## config.mk

```make
export PLATFORM = sky130hd
export DESIGN_NAME = pipe_front_regs
export DESIGN_NICKNAME = d
export VERILOG_FILES = /design/src/rtl/mips_pkg.sv /design/src/rtl/pipe_reg.sv /design/src/rtl/pipe_front_regs.sv
export SDC_FILE = /design/constraint.sdc
export NUM_CORES = 1
export LEC_CHECK = 0
export ABC_AREA = 1
export BUFFER_PORTS_ARGS = -buffer_cell sky130_fd_sc_hd__buf_2
export CAP_MARGIN = 20
export CORE_ASPECT_RATIO = 1.2
export CORE_MARGIN = 4
export CORE_UTILIZATION = 29
export DETAILED_ROUTE_END_ITERATION = 8
export PLACE_DENSITY_LB_ADDON = 0.2
export SYNTH_ARGS = -nofsm -noshare
export SYNTH_HDL_FRONTEND = slang
export SYNTH_SLANG_ARGS = --single-unit
```

## constraint.sdc

```tcl
create_clock -name CLK -period 1.56 [get_ports CLK]
set_clock_uncertainty 0.05 [all_clocks]
set_input_delay 0.312 -clock CLK [delete_from_list [all_inputs] [get_ports CLK]]
set_output_delay 0.312 -clock CLK [all_outputs]
set_load 0.05 [all_outputs]
```

## src/rtl/mips_pkg.sv

```systemverilog
// Shared definitions for the 5-stage MIPS core pipeline.
//   NOP_INSTR        : encoding loaded into IF/ID on a redirect flush
//   CTRL_W           : width of the packed Decode control bundle
//   CTRL_*           : bit positions of the fields inside that bundle
//   RESET_PC_DEFAULT : PC loaded on reset unless overridden
package mips_pkg;

  localparam logic [31:0] NOP_INSTR = 32'h0000_0000;

  localparam int CTRL_W = 10;

  // Control bundle layout; an all-zero bundle writes neither registers nor memory.
  localparam int CTRL_REGWRITE   = 0;
  localparam int CTRL_MEMTOREG   = 1;
  localparam int CTRL_MEMWRITE   = 2;
  localparam int CTRL_ALUCTL_LSB = 3;
  localparam int CTRL_ALUCTL_MSB = 7;
  localparam int CTRL_ALUSRC     = 8;
  localparam int CTRL_REGDST     = 9;

  localparam logic [31:0] RESET_PC_DEFAULT = 32'h0000_0000;

endpackage

```

## src/rtl/pipe_reg.sv

```systemverilog
// Generic pipeline register.
//   clk   : rising-edge clock
//   rst_n : asynchronous active-low reset, loads RST_VAL
//   en    : load d when high
//   clr   : synchronous clear to CLR_VAL, takes priority over en
//   d / q : data in / registered data out
module pipe_reg #(
  parameter int           W       = 32,
  parameter logic [W-1:0] RST_VAL = '0,
  parameter logic [W-1:0] CLR_VAL = '0
) (
  input  logic         clk,
  input  logic         rst_n,
  input  logic         en,
  input  logic         clr,
  input  logic [W-1:0] d,
  output logic [W-1:0] q
);

  always_ff @(posedge clk or negedge rst_n) begin
    if (!rst_n)   q <= RST_VAL;
    else if (clr) q <= CLR_VAL;
    else if (en)  q <= d;
  end

endmodule

```

## src/rtl/pipe_front_regs.sv

```systemverilog
// Front-end pipeline registers of the MIPS core: PC, IF/ID and ID/EX, with
// hazard-unit stall/flush controls, Decode-resolved PC redirection and two
// saturating performance counters.
//   CLK, RST                         : clock, async active-low reset
//   PR_StallF / PR_StallD / PR_FlushE: hazard controls
//   PR_PCSrcD, PR_JumpD, PR_PCBranchD, PR_PCJumpD : redirect request and targets
//   PR_InstrF                        : instruction fetched at PR_PCF
//   PR_CtrlD, PR_RD1D, PR_RD2D, PR_SignImmD, PR_RsD/RtD/RdD : Decode fields
//   PR_PCF                           : fetch PC
//   PR_InstrD, PR_PCPlus4D, PR_ValidD: IF/ID contents
//   PR_CtrlE ... PR_ValidE           : ID/EX contents
//   PR_StallCount, PR_BubbleCount    : performance counters
module pipe_front_regs
  import mips_pkg::*;
#(
  parameter int                    DATA_WIDTH = 32,
  parameter int                    CTRL_W     = mips_pkg::CTRL_W,
  parameter logic [DATA_WIDTH-1:0] RESET_PC   = DATA_WIDTH'(mips_pkg::RESET_PC_DEFAULT),
  parameter int                    CNT_WIDTH  = 16
) (
  input  logic                  CLK,
  input  logic                  RST,
  input  logic                  PR_StallF,
  input  logic                  PR_StallD,
  input  logic                  PR_FlushE,
  input  logic                  PR_PCSrcD,
  input  logic                  PR_JumpD,
  input  logic [DATA_WIDTH-1:0] PR_PCBranchD,
  input  logic [DATA_WIDTH-1:0] PR_PCJumpD,
  input  logic [DATA_WIDTH-1:0] PR_InstrF,
  input  logic [CTRL_W-1:0]     PR_CtrlD,
  input  logic [DATA_WIDTH-1:0] PR_RD1D,
  input  logic [DATA_WIDTH-1:0] PR_RD2D,
  input  logic [DATA_WIDTH-1:0] PR_SignImmD,
  input  logic [4:0]            PR_RsD,
  input  logic [4:0]            PR_RtD,
  input  logic [4:0]            PR_RdD,
  output logic [DATA_WIDTH-1:0] PR_PCF,
  output logic [DATA_WIDTH-1:0] PR_InstrD,
  output logic [DATA_WIDTH-1:0] PR_PCPlus4D,
  output logic                  PR_ValidD,
  output logic [CTRL_W-1:0]     PR_CtrlE,
  output logic [DATA_WIDTH-1:0] PR_RD1E,
  output logic [DATA_WIDTH-1:0] PR_RD2E,
  output logic [DATA_WIDTH-1:0] PR_SignImmE,
  output logic [4:0]            PR_RsE,
  output logic [4:0]            PR_RtE,
  output logic [4:0]            PR_RdE,
  output logic                  PR_ValidE,
  output logic [CNT_WIDTH-1:0]  PR_StallCount,
  output logic [CNT_WIDTH-1:0]  PR_BubbleCount
);

  localparam int IFID_W = 2 * DATA_WIDTH + 1;
  localparam int IDEX_W = CTRL_W + 3 * DATA_WIDTH + 15 + 1;

  localparam logic [IFID_W-1:0] IFID_FLUSH =
    {DATA_WIDTH'(NOP_INSTR), {(DATA_WIDTH + 1){1'b0}}};

  function automatic logic [CNT_WIDTH-1:0] sat_inc(input logic [CNT_WIDTH-1:0] c);
    return (&c) ? c : c + CNT_WIDTH'(1);
  endfunction

  logic                  redirect;
  logic                  flush_d;
  logic [DATA_WIDTH-1:0] pc_plus4;
  logic [DATA_WIDTH-1:0] pc_next;
  logic [IFID_W-1:0]     ifid_d, ifid_q;
  logic [IDEX_W-1:0]     idex_d, idex_q;

  assign redirect = PR_JumpD | PR_PCSrcD;
  // A stalled IF/ID keeps its contents, so the redirect flush only lands when not stalled.
  assign flush_d  = redirect & ~PR_StallD;
  assign pc_plus4 = PR_PCF + DATA_WIDTH'(4);

  // Jump outranks branch; while StallF is high the PC enable drops, so a
  // redirect presented during a stall is simply not taken.
  always_comb begin
    pc_next = pc_plus4;
    if (PR_JumpD)       pc_next = PR_PCJumpD;
    else if (PR_PCSrcD) pc_next = PR_PCBranchD;
  end

  // ---- Fetch: PC register ----
  pipe_reg #(
    .W       (DATA_WIDTH),
    .RST_VAL (RESET_PC),
    .CLR_VAL ('0)
  ) u_pc (
    .clk   (CLK),
    .rst_n (RST),
    .en    (~PR_StallF),
    .clr   (1'b0),
    .d     (pc_next),
    .q     (PR_PCF)
  );

  // ---- IF/ID boundary ----
  assign ifid_d = {PR_InstrF, pc_plus4, 1'b1};

  pipe_reg #(
    .W       (IFID_W),
    .RST_VAL ('0),
    .CLR_VAL (IFID_FLUSH)
  ) u_ifid (
    .clk   (CLK),
    .rst_n (RST),
    .en    (~PR_StallD),
    .clr   (flush_d),
    .d     (ifid_d),
    .q     (ifid_q)
  );

  assign {PR_InstrD, PR_PCPlus4D, PR_ValidD} = ifid_q;

  // ---- ID/EX boundary ----
  assign idex_d = {PR_CtrlD, PR_RD1D, PR_RD2D, PR_SignImmD,
                   PR_RsD, PR_RtD, PR_RdD, PR_ValidD};

  pipe_reg #(
    .W       (IDEX_W),
    .RST_VAL ('0),
    .CLR_VAL ('0)
  ) u_idex (
    .clk   (CLK),
    .rst_n (RST),
    .en    (1'b1),
    .clr   (PR_FlushE),
    .d     (idex_d),
    .q     (idex_q)
  );

  assign {PR_CtrlE, PR_RD1E, PR_RD2E, PR_SignImmE,
          PR_RsE, PR_RtE, PR_RdE, PR_ValidE} = idex_q;

  // ---- Performance counters ----
  // A cycle with both an ID/EX bubble and an IF/ID flush counts as one bubble.
  always_ff @(posedge CLK or negedge RST) begin
    if (!RST) begin
      PR_StallCount  <= '0;
      PR_BubbleCount <= '0;
    end else begin
      if (PR_StallD)             PR_StallCount  <= sat_inc(PR_StallCount);
      if (PR_FlushE || flush_d)  PR_BubbleCount <= sat_inc(PR_BubbleCount);
    end
  end

endmodule

```

**Word level (Yosys, flattened, before mapping)**

Cells that the tools add are included.
W data, S select, Z words.

- Equality and inequality tests: 1
- Add/sub/neg operators: 3
- Reduce and logical (&&, ||, !) cells: 5
- Bitwise gates (word level): 5
- Multiplexer cells: 5

Operator list:

| operator | number |
|---|---|
| $mux W65 | 2 |
| $mux W122 | 1 |
| $mux W32 | 2 |
| $add A16 B1 Y16 const B | 2 |
| $add A32 B3 Y32 const B | 1 |
| $reduce_and A16 Y1 | 2 |
| $reduce_and A2 Y1 | 2 |
| $not A1 Y1 | 3 |
| $ne A2 B1 Y1 const B | 1 |
| $and A1 B1 Y1 | 1 |
| $logic_or A1 B1 Y1 | 1 |
| $or A1 B1 Y1 | 1 |

- Logic and storage cells: 24
- Register bits after elaboration: 251
- Input bits: 224
- Output and inout bits: 251

**Logic depth before layout (Yosys ltp)**

- Depth after elaboration: 4
- Gate-level depth with buffers: 10

**Modules after synthesis**

Synthesis repeated with hierarchy kept, for this count alone.

- Cell total of the unflattened synthesis: 1583
- Area, all modules: 12293.0 um^2

By module, submodules not included:

| module | instances | cells an instance | area an instance (um^2) | sequential area each (um^2) |
|---|---|---|---|---|
| pipe_reg (u_idex) | 1 | 530 | 4809.6 | 3052.9 |
| pipe_front_regs | 1 | 630 | 3540.9 | 800.8 |
| pipe_reg (u_ifid) | 1 | 283 | 2591.2 | 1626.6 |
| pipe_reg (u_pc) | 1 | 140 | 1351.3 | 800.8 |

**Worst setup path after synthesis**

OpenSTA, ideal clock, no wires.

- Kind: register to register
- Start: register PR_BubbleCount[0]
- End: register PR_BubbleCount[9]
- Data arrival time: 1809 ps
- Library setup time: 121 ps
- Cell stages (with the launch flop): 10
- Clock period less this slack: 1980 ps
- Slack: -420 ps
- Cells stage by stage: dfrtp_1 -> ha_1 -> nand3_2 -> nor3_4 -> nand3_2 -> o21ai_4 -> inv_6 -> buf_6 -> nand2_1 -> o21ai_2

- Word-level cells in the longest chain between the ends: 3

RTL lines:

| element | RTL line | RTL |
|---|---|---|
| start: declaration | pipe_front_regs.sv:51 | `output logic [CNT_WIDTH-1:0] PR_BubbleCount` |
| start signal: assignment | pipe_front_regs.sv:144 | `if (PR_FlushE \|\| flush_d) PR_BubbleCount <= sat_inc(PR_BubbleCount);` |
| parallel branches: the longest is 3 deep, another holds $add A16 B1 Y16 | n/a |  |

Parallel ways; which one is timed is not known.
A chain may end at the register's enable or synchronous reset.

**Worst setup path after layout**

- Start: register u_pc.q[20]
- End: output PR_PCF[20]

RTL lines:

| element | RTL line | RTL |
|---|---|---|
| start: declaration | pipe_reg.sv:17 | `output logic [W-1:0] q` |
| start signal: assignment | pipe_reg.sv:21 | `if (!rst_n) q <= RST_VAL;` |
| start signal: assignment | pipe_reg.sv:22 | `else if (clr) q <= CLR_VAL;` |
| start signal: assignment | pipe_reg.sv:23 | `else if (en) q <= d;` |
| end: declaration | pipe_front_regs.sv:38 | `output logic [DATA_WIDTH-1:0] PR_PCF,` |

No word-level cell between the ends.

==> summary.txt <==
worst-case clock buffer depth - 3
Power per Cell Area - 1190 nW/um^2
Routed WL - 42.9 mm
layout cells sized above 1 - 0.428
DR vias/cell - 4.50
Netlist cell types - 37
ANT cells - 0
std cell rows - 76
Area growth, synth to finish - 73.0%
CP peak stage delay - 420 ps
gr usage total - 0.204
DR iter-0 viols - 375
TritonCTS buffer count - 28
CTS H-tree lvls - 1
status - complete, but fails checks
Placer Congestion - 0.879
syn_nets - 1,413
Slew headroom - 0.687
Pre-antenna DRT Iters - 5
nets - 2,177
Core Region - 36,200 um^2
DR WL/cell - 17.6 um
Die Y-Extent - 219 um
die width - 183 um
DRC viols - 0
first-pass GRT wire length - 64.6 mm
port buffer count - 474
hold path start - PR_PCBranchD[7]
Hold Path Depth - 3
Worst Setup Slack, final - -66.0 ps
delay-heaviest family, CP - flip-flops
r2r startpoint - PR_StallCount[6]$_DFFE_PN0P_
Crit Path Max Fanout - 3
HP Class - in2reg
CP Buf/Inv Count - 2
synthesized instance count - 1,186
Clock transition at path regs - 60 ps
RSZ-0062 raised after global routing - yes
Via Count - 10,984
number of synthesized flops with an enable pin - 0
final period utilization - 1.04
critical path data arrival time - 1260 ps
footprint of the multi-input gates - 3960 um^2
total gr overflow - 0
fill count - 3,252
Worst setup EP type - primary output
Initial Util - 0.296
Slew Viols, Final - 0
io pins - 475
largest net degree at the start of global routing - 47
R2R depth - 9
worst slack, placed - -134 ps
peak supply drop - 0.872 mV
Reg area - 6350 um^2
shortest period the worst path allows - 1630 ps
clk sinks - 251
Least-Margin Pin Slew - 470 ps
fraction of registers with async set/reset - 1.00
vias in the first global route - 11,601
Main synth FF type - dfrtp_1
sequential-to-total area share from yosys stat - 0.586
Leak - 9.71 nW
Synth area leaders - dfrtp_1 59%, nand2_1 8.9%, nor2_1 6.9%, inv_1 6.2%, a22o_1 3.4%
Mean Syn Cell Area - 9.04 um^2
clock root cell - clkbuf_16
Clock Latency Late Sink - 550 ps
final setup fails - 29
Hold EP - u_pc.q[7]$_DFFE_PN0N_
reg2reg end - PR_StallCount[3]$_DFFE_PN0P_
top-area cell type share of the netlist area - 0.586
fmax - 615 MHz
CP Launch Type - flop
CTS tree - built
MaxCap Viol Count - 0
Post-Syn Area - 10,700 um^2
worst path required time - 1200 ps
crit-path cells - buf_4 > buf_6
Ys Warns - 0
crit path kind - reg2out
area leader, netlist - dfrtp_1
Max stage delay cell, worst path - dfrtp_2
post-route ant nets - 0
hold_ws - 23.4 ps
Yosys reg bits - 251
failing checks - setup timing
initial antenna violation count - 0
Post-DP HPWL - 30.9 mm
Final Hold Fails - 0
r2r setup slk - -20 ps
die area - 40,100 um^2
[worst max-delay path by stage]
stage / slack (ps) / depth (start not counted) / start / endpoint
2_1_floorplan: -140 / 9 / PR_BubbleCount[0]$_DFFE_PN0P_ / PR_BubbleCount[3]$_DFFE_PN0P_
3_3_place_gp: -120 / 8 / PR_JumpD / u_pc.q[20]$_DFFE_PN0N_
4_1_cts: -90 / 2 / PR_BubbleCount[1]$_DFFE_PN0P_ / PR_BubbleCount[1]
5_1_grt: -130 / 9 / u_pc.q[8]$_DFFE_PN0N_ / u_pc.q[25]$_DFFE_PN0N_
6_report: -70 / 2 / u_pc.q[20]$_DFFE_PN0N_ / PR_PCF[20]
3_5_place_dp: -130 / 8 / PR_JumpD / u_pc.q[20]$_DFFE_PN0N_
[sequential cells by signal, summed over array words and instances (netlist names)]
register / flops
PR_StallCount: 16
u_idex.q: 122
PR_BubbleCount: 16
u_ifid.q: 65
u_pc.q: 32
[final cells by class]
class                   count  area share
flip-flops and latches    251       0.342
repair buffers            781       0.326
multi-input cells         706       0.213
clock buffers              42      0.0439
inverters                 181      0.0375
well taps                 468      0.0316
clock inverters            10     0.00425
repair inverters            1    0.000472
[cell usage after synthesis (all sizes together), types with 17 or more instances]
| cell type | count |
|---|---|
| o21ai | 32 |
| xor2 | 23 |
| inv | 180 |
| buf | 24 |
| a22o | 41 |
| dfrtp | 251 |
| clkbuf | 24 |
| nand3 | 35 |
| nor2 | 208 |
| a21oi | 33 |
| a221oi | 22 |
| nor3 | 17 |
| nand2 | 259 |
[through the flow]
| stage | setup TNS [ps] | util | cells | area (um^2) | total power, W |
|---|---|---|---|---|---|
| CTS | -674 | 0.494 | 2421 | 17900 | 0.0218 |
| global placement | -232 | 0.400 | 2173 | 14500 | 0.0139 |
| detailed placement | -230 | 0.400 | 2173 | 14500 | 0.0140 |
| global route | -5580 | 0.512 | 2440 | 18500 | 0.0232 |
| finish | -626 | 0.512 | 2440 | 18500 | 0.0221 |
| floorplan | -3220 | - | 1186 | 10900 | 0.0118 |
[power by group]
| group | total (W) | leakage [nW] | switching [W] | internal (W) |
|---|---|---|---|---|
| registers | 0.00786 | 3.11 | 0.000612 | 0.00725 |
| clock network | 0.00647 | 0.446 | 0.00271 | 0.00376 |
| logic | 0.00782 | 6.15 | 0.00482 | 0.00300 |
| total | 0.0221 | 9.71 | 0.00814 | 0.0140 |
[tightest hold or removal path, stage by stage]
cell and delay (ps):
buf_2 110, nand2_1 80, a31oi_1 80
[cell families after synthesis]
family	after synthesis	synth area share
xor gates and xnor gates	30	0.0245
DFF	251	0.586
adders and majority gates	3	0.00350
AOI/OAI and AO/OA	138	0.0925
buffers and inverters	229	0.0856
and+or+nand+nor	535	0.208
[per-layer routing]
layer,vias to the layer above,track usage,part of all wire
li1,5218,-,-
met1,5270,0.236,0.38
met2,440,0.378,0.52
met3,56,0.0514,0.080
met4,0,0.0462,0.020
met5,-,0,0
[placed cells by master, fill, tap and decap left out, drive strengths merged]
cell and n:
a22oi 4, bufinv 1, dlygate4sd3 162, nand2 259
a31oi 4, a21oi 33, clkbuf 67, buf 594
nand3 35, a32oi 1, and2 2, o311ai 1
nor3 17, a22o 41, o21ai 32, a221oi 22
inv 180, ha 3, xnor2 7, xor2 23
nor3b 1, nor2 208, clkinv 11, dfrtp 251
nand4 4, nand3b 9
[what timing repair did]
item	4_1_cts	5_1_grt
cloned	0	3
gates resized for setup	211	149
endpoints found under the hold margin	190	0
setup buffers	43	16
hold buffers	162	0
setup endpoints to repair	109	125
pin swaps	2	29
Note: power is estimated with default switching activity, not from simulation.
